File: config.mk
export PLATFORM = sky130hd
export DESIGN_NAME = uart_rx_flat
export DESIGN_NICKNAME = d
export VERILOG_FILES = /design/src/rtl/uart_rx_if.sv /design/src/rtl/uart_rx.sv /design/src/flat_wrapper.sv
export SDC_FILE = /design/constraint.sdc
export NUM_CORES = 1
export LEC_CHECK = 0
export ABC_AREA = 1
export BUFFER_PORTS_ARGS = -buffer_cell sky130_fd_sc_hd__buf_2
export CAP_MARGIN = 10
export CORE_UTILIZATION = 42
export CTS_CLUSTER_DIAMETER = 200
export CTS_CLUSTER_SIZE = 28
export DETAILED_ROUTE_END_ITERATION = 10
export PLACE_DENSITY = 0.67
export SYNTH_ARGS = -nofsm -noshare
export SYNTH_HDL_FRONTEND = slang
export SYNTH_SLANG_ARGS = --single-unit
File: constraint.sdc
create_clock -name clk -period 1.8 [get_ports clk]
set_clock_uncertainty 0.1 [all_clocks]
set_input_delay 0.09 -clock clk [delete_from_list [all_inputs] [get_ports clk]]
set_output_delay 0.09 -clock clk [all_outputs]
set_load 0.1 [all_outputs]
File: src/rtl/uart_rx_if.sv
// Byte-level signal bundle of the UART receiver: serial line in, byte and strobes out.
// The master side drives the line; the slave side is the receiver.
interface uart_rx_if;
   logic       rx;
   logic [7:0] data_out;
   logic       ready_out;
   logic       frame_err;
   logic       busy;

   modport master (output rx, input data_out, ready_out, frame_err, busy);
   modport slave  (input rx, output data_out, ready_out, frame_err, busy);
endinterface

File: src/rtl/uart_rx.sv
// 8N1 UART receiver: two-flop line synchronizer, mid-bit sampling FSM, and registered
// single-cycle byte/frame-error strobes. A held-low line parks in BREAK.
module uart_rx #(
   parameter int CLKS_PER_BIT = 868
) (
   input  logic      clk,
   input  logic      rst,
   uart_rx_if.slave  bus
);
   localparam int HALF  = CLKS_PER_BIT / 2;
   localparam int CNT_W = $clog2(CLKS_PER_BIT);
   localparam logic [CNT_W-1:0] CNT_HALF = CNT_W'(HALF - 1);
   localparam logic [CNT_W-1:0] CNT_LAST = CNT_W'(CLKS_PER_BIT - 1);
   localparam logic [CNT_W-1:0] CNT_ONE  = CNT_W'(1);

   typedef enum logic [2:0] {
      IDLE  = 3'd0,
      START = 3'd1,
      DATA  = 3'd2,
      STOP  = 3'd3,
      BREAK = 3'd4
   } state_e;

   state_e           state_q, state_d;
   logic             rx_s1_q, rx_s2_q;
   logic [CNT_W-1:0] cnt_q, cnt_d;
   logic [2:0]       bit_idx_q, bit_idx_d;
   logic [7:0]       shift_q, shift_d;
   logic [7:0]       data_q, data_d;
   logic             ready_q, ready_d;
   logic             ferr_q, ferr_d;
   logic             busy_q, busy_d;

   // State, datapath and synchronizer registers
   always_ff @(posedge clk) begin
      if (rst) begin
         state_q   <= IDLE;
         rx_s1_q   <= 1'b1;
         rx_s2_q   <= 1'b1;
         cnt_q     <= '0;
         bit_idx_q <= 3'd0;
         shift_q   <= 8'h00;
         data_q    <= 8'h00;
         ready_q   <= 1'b0;
         ferr_q    <= 1'b0;
         busy_q    <= 1'b0;
      end else begin
         state_q   <= state_d;
         rx_s1_q   <= bus.rx;
         rx_s2_q   <= rx_s1_q;
         cnt_q     <= cnt_d;
         bit_idx_q <= bit_idx_d;
         shift_q   <= shift_d;
         data_q    <= data_d;
         ready_q   <= ready_d;
         ferr_q    <= ferr_d;
         busy_q    <= busy_d;
      end
   end

   // Next-state logic; the strobes default low so each is set for exactly one cycle
   always_comb begin
      state_d   = state_q;
      cnt_d     = cnt_q;
      bit_idx_d = bit_idx_q;
      shift_d   = shift_q;
      data_d    = data_q;
      ready_d   = 1'b0;
      ferr_d    = 1'b0;
      case (state_q)
         IDLE: begin
            if (!rx_s2_q) begin
               state_d = START;
               cnt_d   = '0;
            end else begin
               state_d = IDLE;
            end
         end
         START: begin
            if (cnt_q == CNT_HALF) begin
               if (!rx_s2_q) begin
                  state_d   = DATA;
                  cnt_d     = '0;
                  bit_idx_d = 3'd0;
               end else begin
                  state_d = IDLE;
               end
            end else begin
               cnt_d = cnt_q + CNT_ONE;
            end
         end
         DATA: begin
            if (cnt_q == CNT_LAST) begin
               shift_d = {rx_s2_q, shift_q[7:1]};
               cnt_d   = '0;
               if (bit_idx_q == 3'd7) begin
                  state_d = STOP;
               end else begin
                  bit_idx_d = bit_idx_q + 3'd1;
               end
            end else begin
               cnt_d = cnt_q + CNT_ONE;
            end
         end
         STOP: begin
            // Leaving at mid-stop-bit lets a back-to-back start edge be caught
            if (cnt_q == CNT_LAST) begin
               cnt_d = '0;
               if (rx_s2_q) begin
                  data_d  = shift_q;
                  ready_d = 1'b1;
                  state_d = IDLE;
               end else begin
                  ferr_d  = 1'b1;
                  state_d = BREAK;
               end
            end else begin
               cnt_d = cnt_q + CNT_ONE;
            end
         end
         BREAK: begin
            if (rx_s2_q) begin
               state_d = IDLE;
            end else begin
               state_d = BREAK;
            end
         end
         default: begin
            state_d = IDLE;
         end
      endcase
      busy_d = (state_d != IDLE);
   end

   assign bus.data_out  = data_q;
   assign bus.ready_out = ready_q;
   assign bus.frame_err = ferr_q;
   assign bus.busy      = busy_q;
endmodule

File: src/flat_wrapper.sv
// flat-port wrapper written by rule: the top's interface ports become plain ports
module uart_rx_flat 
#(
   parameter int CLKS_PER_BIT = 868
)
  (clk, rst, bus_rx, bus_data_out, bus_ready_out, bus_frame_err, bus_busy);
  uart_rx_if bus_i ();
  input  logic clk;
  input  logic rst;
  input wire logic [$bits(bus_i.rx)-1:0] bus_rx;
  output wire logic [$bits(bus_i.data_out)-1:0] bus_data_out;
  output wire logic [$bits(bus_i.ready_out)-1:0] bus_ready_out;
  output wire logic [$bits(bus_i.frame_err)-1:0] bus_frame_err;
  output wire logic [$bits(bus_i.busy)-1:0] bus_busy;
  assign bus_i.rx = bus_rx;
  assign bus_data_out = bus_i.data_out;
  assign bus_ready_out = bus_i.ready_out;
  assign bus_frame_err = bus_i.frame_err;
  assign bus_busy = bus_i.busy;
  uart_rx #(.CLKS_PER_BIT(CLKS_PER_BIT)) u_core (.clk(clk), .rst(rst), .bus(bus_i));
endmodule
## After elaboration in Yosys (flattened, before gate mapping)

Cells that the tools add are included.

| word-level totals | value |
|---|---|
| register bits | 37 |
| input bits | 3 |
| output and inout port bits | 11 |

| operators by class | value |
|---|---|
| $add $sub $neg | 2 |
| eq/ne operators | 11 |
| muxes and demuxes | 19 |
| bitwise operators | 2 |
| reduce and logical (&&, ||, !) cells | 9 |

Operators by type and width:

| kind | count |
|---|---|
| $mux W10 | 3 |
| $pmux W10 S3 | 1 |
| $mux W3 | 9 |
| $pmux W3 S5 | 1 |
| $add A10 B1 Y10 const B | 1 |
| $eq A10 B10 Y1 const B | 1 |
| $eq A10 B9 Y1 const B | 1 |
| $eq A3 B2 Y1 const B | 2 |
| $eq A3 B3 Y1 const B | 2 |
| $pmux W3 S2 | 1 |
| $reduce_bool A3 Y1 | 2 |
| $reduce_and A5 Y1 | 1 |
| $ne A2 B1 Y1 const B | 2 |
| $ne A2 B2 Y1 const B | 2 |
| $add A3 B1 Y3 const B | 1 |
| $eq A3 B1 Y1 const B | 1 |
| $logic_not A3 Y1 | 1 |
| $mux W1 | 3 |
| $reduce_and A3 Y1 | 1 |
| $reduce_or A3 Y1 | 1 |
| $mux W2 | 1 |
| $not A1 Y1 | 2 |
| $reduce_and A2 Y1 | 1 |
| $reduce_bool A2 Y1 | 1 |
| $reduce_or A2 Y1 | 1 |

## Depth between registers and ports, before layout

| logic depth | value |
|---|---|
| word-level depth | 5 |
| mapped depth | 12 |

## Least setup slack after synthesis

Ideal clock, no wire load.

| timing | value |
|---|---|
| path type | reg2reg |
| start point | reg u_core.cnt_q[0] |
| end point | reg u_core.data_q[1], in the netlist u_core.bus.data_out[1] |
| setup time | 0.067 ns |
| arrival time | 1.466 ns |
| data required time | 1.633 ns |
| setup slack | 0.167 ns |
| cell stages (with the launch flop) | 11 |
| buffers on the path | 1 |
| period minus slack after synthesis | 1.633 ns |
| cells stage by stage | dfxtp_1 -> ha_1 -> nand2_1 -> nor2_2 -> inv_2 -> nor2_4 -> nand2_4 -> nor2_8 -> buf_12 -> o21ai_2 -> a21oi_2 |

| on the way | value |
|---|---|
| word-level cells in the longest chain between the ends | 2 |

Ends and longest elaborated chain:

| item | line | source |
|---|---|---|
| start, declared | uart_rx.sv:26 | `logic [CNT_W-1:0] cnt_q, cnt_d;` |
| start signal, assigned | uart_rx.sv:51 | `cnt_q <= cnt_d;` |
| $eq A10 B10 Y1 | uart_rx.sv:107 | `if (cnt_q == CNT_LAST) begin` |
| $reduce_and A3 Y1 (no source line) | n/a |  |
| end signal, assigned | uart_rx.sv:54 | `data_q <= data_d;` |
| end, declared | uart_rx.sv:29 | `logic [7:0] data_q, data_d;` |

No other way between the ends.
A chain may end at the register's enable or synchronous reset.

## Final worst setup path

| timing | value |
|---|---|
| start point | reg u_core.cnt_q[1] |
| end point | reg u_core.data_q[1], in the netlist u_core.bus.data_out[1] |

Same word-level chain as after synthesis.

==> run_results.csv <==
group,metric,value,unit
outcome,status,"finished, final reports clean",
detailed_routing,num_vias,1502,
placed_design,gp_congestion,0.854,
detailed_routing,wl,3.44,mm
die,dieArea,4600,µm²
detailed_routing,vias_per_cell,4.80,
die,rows,23,
timing,hold_viol,0,
timing,final_max_slew_viol_count,0,
cts,clockBufferDepth,2,
detailed_routing,ant_nets,0,
detailed_routing,dr.pass1.iters,4,
cells_and_area,nets,269,
cts,htreeDepth,2,
timing,worst_slack,139,ps
global_route,antenna_found_initial,0,
power,p_leak,0.941,nW
power,powerDensity,716,nW/µm²
die,fp.dieH,67.8,µm
die,die_w,67.8,µm
yosys,ys_ff_latch,37,
die,io_pins,14,
cells_and_area,register_area,743,µm²
timing,tightestPinTransition,638,ps
setup_path,cp.required,1940,ps
setup_path,crit_path_start_kind,"flip-flop",
worst_hold_path,min_to,"u_core.state_q[2]",
timing,fin_crit,1660,ps
global_route,grt_usage,16.7,%
worst_hold_path,min_from,"rst",
yosys,synth_ff_type,"dfxtp_1",
cts,clkTransAtPathRegs,80,ps
cells_and_area,syn_to_final_growth,14.9,%
cts,insertion_delay,290,ps
timing,max_freq,602,MHz
placed_design,post-dp-hpwl,2.44,mm
yosys,synth_top_area_share,40.7,%
yosys,async_flop_share,0,%
yosys,synth_nets,243,
die,core,4090,µm²
yosys,synth_edf_count,0,
yosys,ys_seq_area_share,40.7,%
cts,cts-root-buf,"clkbuf_8",
yosys,synth.most_common_cell,"nand2_1",
placed_design,dpl_cell_area,1940,µm²
worst_hold_path,worstHoldPathType,"in2reg",
cts,cts_tree,"done",
detailed_routing,highest_layer,"met4",
setup_path,crit_fanout,7,
timing,period_share,92.3,%
detailed_routing,wl_met2,1.57,mm
detailed_routing,route.met3.wl,122,µm
yosys,synth_area,1820,µm²
job,maxCapViolCount,0,
cells_and_area,multi_input_area,906,µm²
global_route,grt_max_degree,25,
yosys,synthCells,236,
setup_path,reg2reg_depth,10,
yosys,syn_area_per_cell,7.71,µm²
detailed_routing,routedWlPerCell,11.0,µm
timing,hold_slack,53.2,ps
yosys,synth_common_cells,"46 x nand2_1, 37 x dfxtp_1, 25 x a21oi_1, 23 x inv_1, 19 x nor2_1",
timing,slew_headroom,57.4,%
cells_and_area,drive_gt1_share,26.2,%
die,start_util,44.5,%
yosys,synth_area_leaders,"dfxtp_1 41%, nand2_1 9.5%, a21oi_1 6.9%",
yosys,yosysUniqueCellTypes,35,
timing,setup_viol,0,
placed_design,portBuffers,13,
cells_and_area,final_area,2090,µm²
cells_and_area,diodes,0,
global_route,grt_pass1_wl,5.69,mm
global_route,overflow,0,
power,irDropWorstVdd,0.494,mV
setup_path,r2r_slack,140,ps
cts,clock-sinks,37,
detailed_routing,drtIter0Drc,70,
cells_and_area,fill_cells,407,
yosys,ys_warn_count,0,
power,power.total,1.50,mW
cells_and_area,final_util,51.2,%
timing,tns,0,ps
placed_design,placedCellCount,299,
global_route,first_global_vias,1319,
setup_path,critical_path_class,"reg2reg",
placed_design,post-place-ws,16.5,ps
cts,cts_made_buffers,5,
setup_path,r2r_start,"u_core.cnt_q[1]",
worst_hold_path,hold_depth,2,
setup_path,endpoint_kind,"flip-flop",
cells_and_area,fin_cells,313,
yosys,yosysTopAreaCell,"dfxtp_1",
detailed_routing,met1_length,1.70,mm
detailed_routing,drc,0,
setup_path,r2r_end,"u_core.bus.data_out[1]",
setup_path,crit_arrival,1800,ps
[sequential cells by signal, summed over array words and instances (netlist names)]
name / flops
u_core.state_q: 3
u_core.rx_s2_q: 1
u_core.shift_q: 8
u_core.rx_s1_q: 1
u_core.bus.busy: 1
u_core.bus.frame_err: 1
u_core.bit_idx_q: 3
u_core.cnt_q: 10
u_core.bus.ready_out: 1
u_core.bus.data_out: 8
[routing by layer]
layer	GRT usage, %	vias to the layer above
met5	0	-
met4	6.25	0
met3	4.50	4
met2	26.1	18
met1	21.8	660
li1	-	820
[how the worst max path moves through the flow]
stage                         start                     end  cells after the start
floorplan           u_core.cnt_q[0]  u_core.bus.data_out[1]                     10
global placement    u_core.cnt_q[1]         u_core.cnt_q[9]                     11
detailed placement  u_core.cnt_q[1]         u_core.cnt_q[9]                     11
CTS                 u_core.cnt_q[1]         u_core.cnt_q[9]                     11
global route        u_core.cnt_q[1]  u_core.bus.data_out[1]                     10
finish              u_core.cnt_q[1]  u_core.bus.data_out[1]                     10
[layout by cell type, fill, tap and decap left out, types with 4 or more instances in the layout]
cell type	Yosys	final
a21oi_1	25	25
nor2_1	19	18
o21ai_2	4	4
buf_4	1	11
inv_2	7	7
nand2_1	46	45
nor2_2	3	4
dfxtp_1	37	35
o21ai_1	2	4
o21ai_0	17	15
clkbuf_8	0	5
buf_2	0	13
inv_1	23	23
nand3_1	11	11
[worst max-delay path, cell delays in order, from the launching register on]
cell and delay [ps]:
dfxtp_2 370, ha_2 180, nand2_1 60, nor2_2 110, inv_2 70, nor2_4 140, nand2_4 110, nor2_8 170
buf_4 140, o21ai_2 50, a21oi_2 110
[power by group]
group	switching, mW	internal [mW]	leakage [nW]	total (mW)
Sequential	0.00360	0.824	0.300	0.828
Combinational	0.0555	0.0231	0.597	0.0787
Clock	0.316	0.275	0.0445	0.591
[area by class of cell]
type,count,share of cell area (%)
multi-input cells,162,43.3
flip-flops and latches,37,35.5
repair buffers,26,8.49
inverters,30,5.38
clock buffers,5,3.29
well taps,50,2.99
clock inverters,3,1.02
[cells by family (layout without fill, tap and decap cells)]
| logic type | count (synthesis) | in the layout | synth area share (%) |
|---|---|---|---|
| DFF | 37 | 37 | 40.7 |
| adders and majority gates | 4 | 4 | 2.75 |
| xor gates and xnor gates | 4 | 4 | 1.92 |
| AOI/OAI and AO/OA | 55 | 55 | 17.3 |
| and+or+nand+nor | 98 | 99 | 26.8 |
| buffers and inverters | 38 | 64 | 10.6 |
[repair_timing]
item | 4_1_cts | 5_1_grt
hold endpoints to repair | 1 | 0
hold buffers | 1 | 0
endpoints found under the setup margin | 0 | 24
setup buffers | 0 | 4
gates resized for setup | 0 | 7
(Power assumes the default switching activity.)
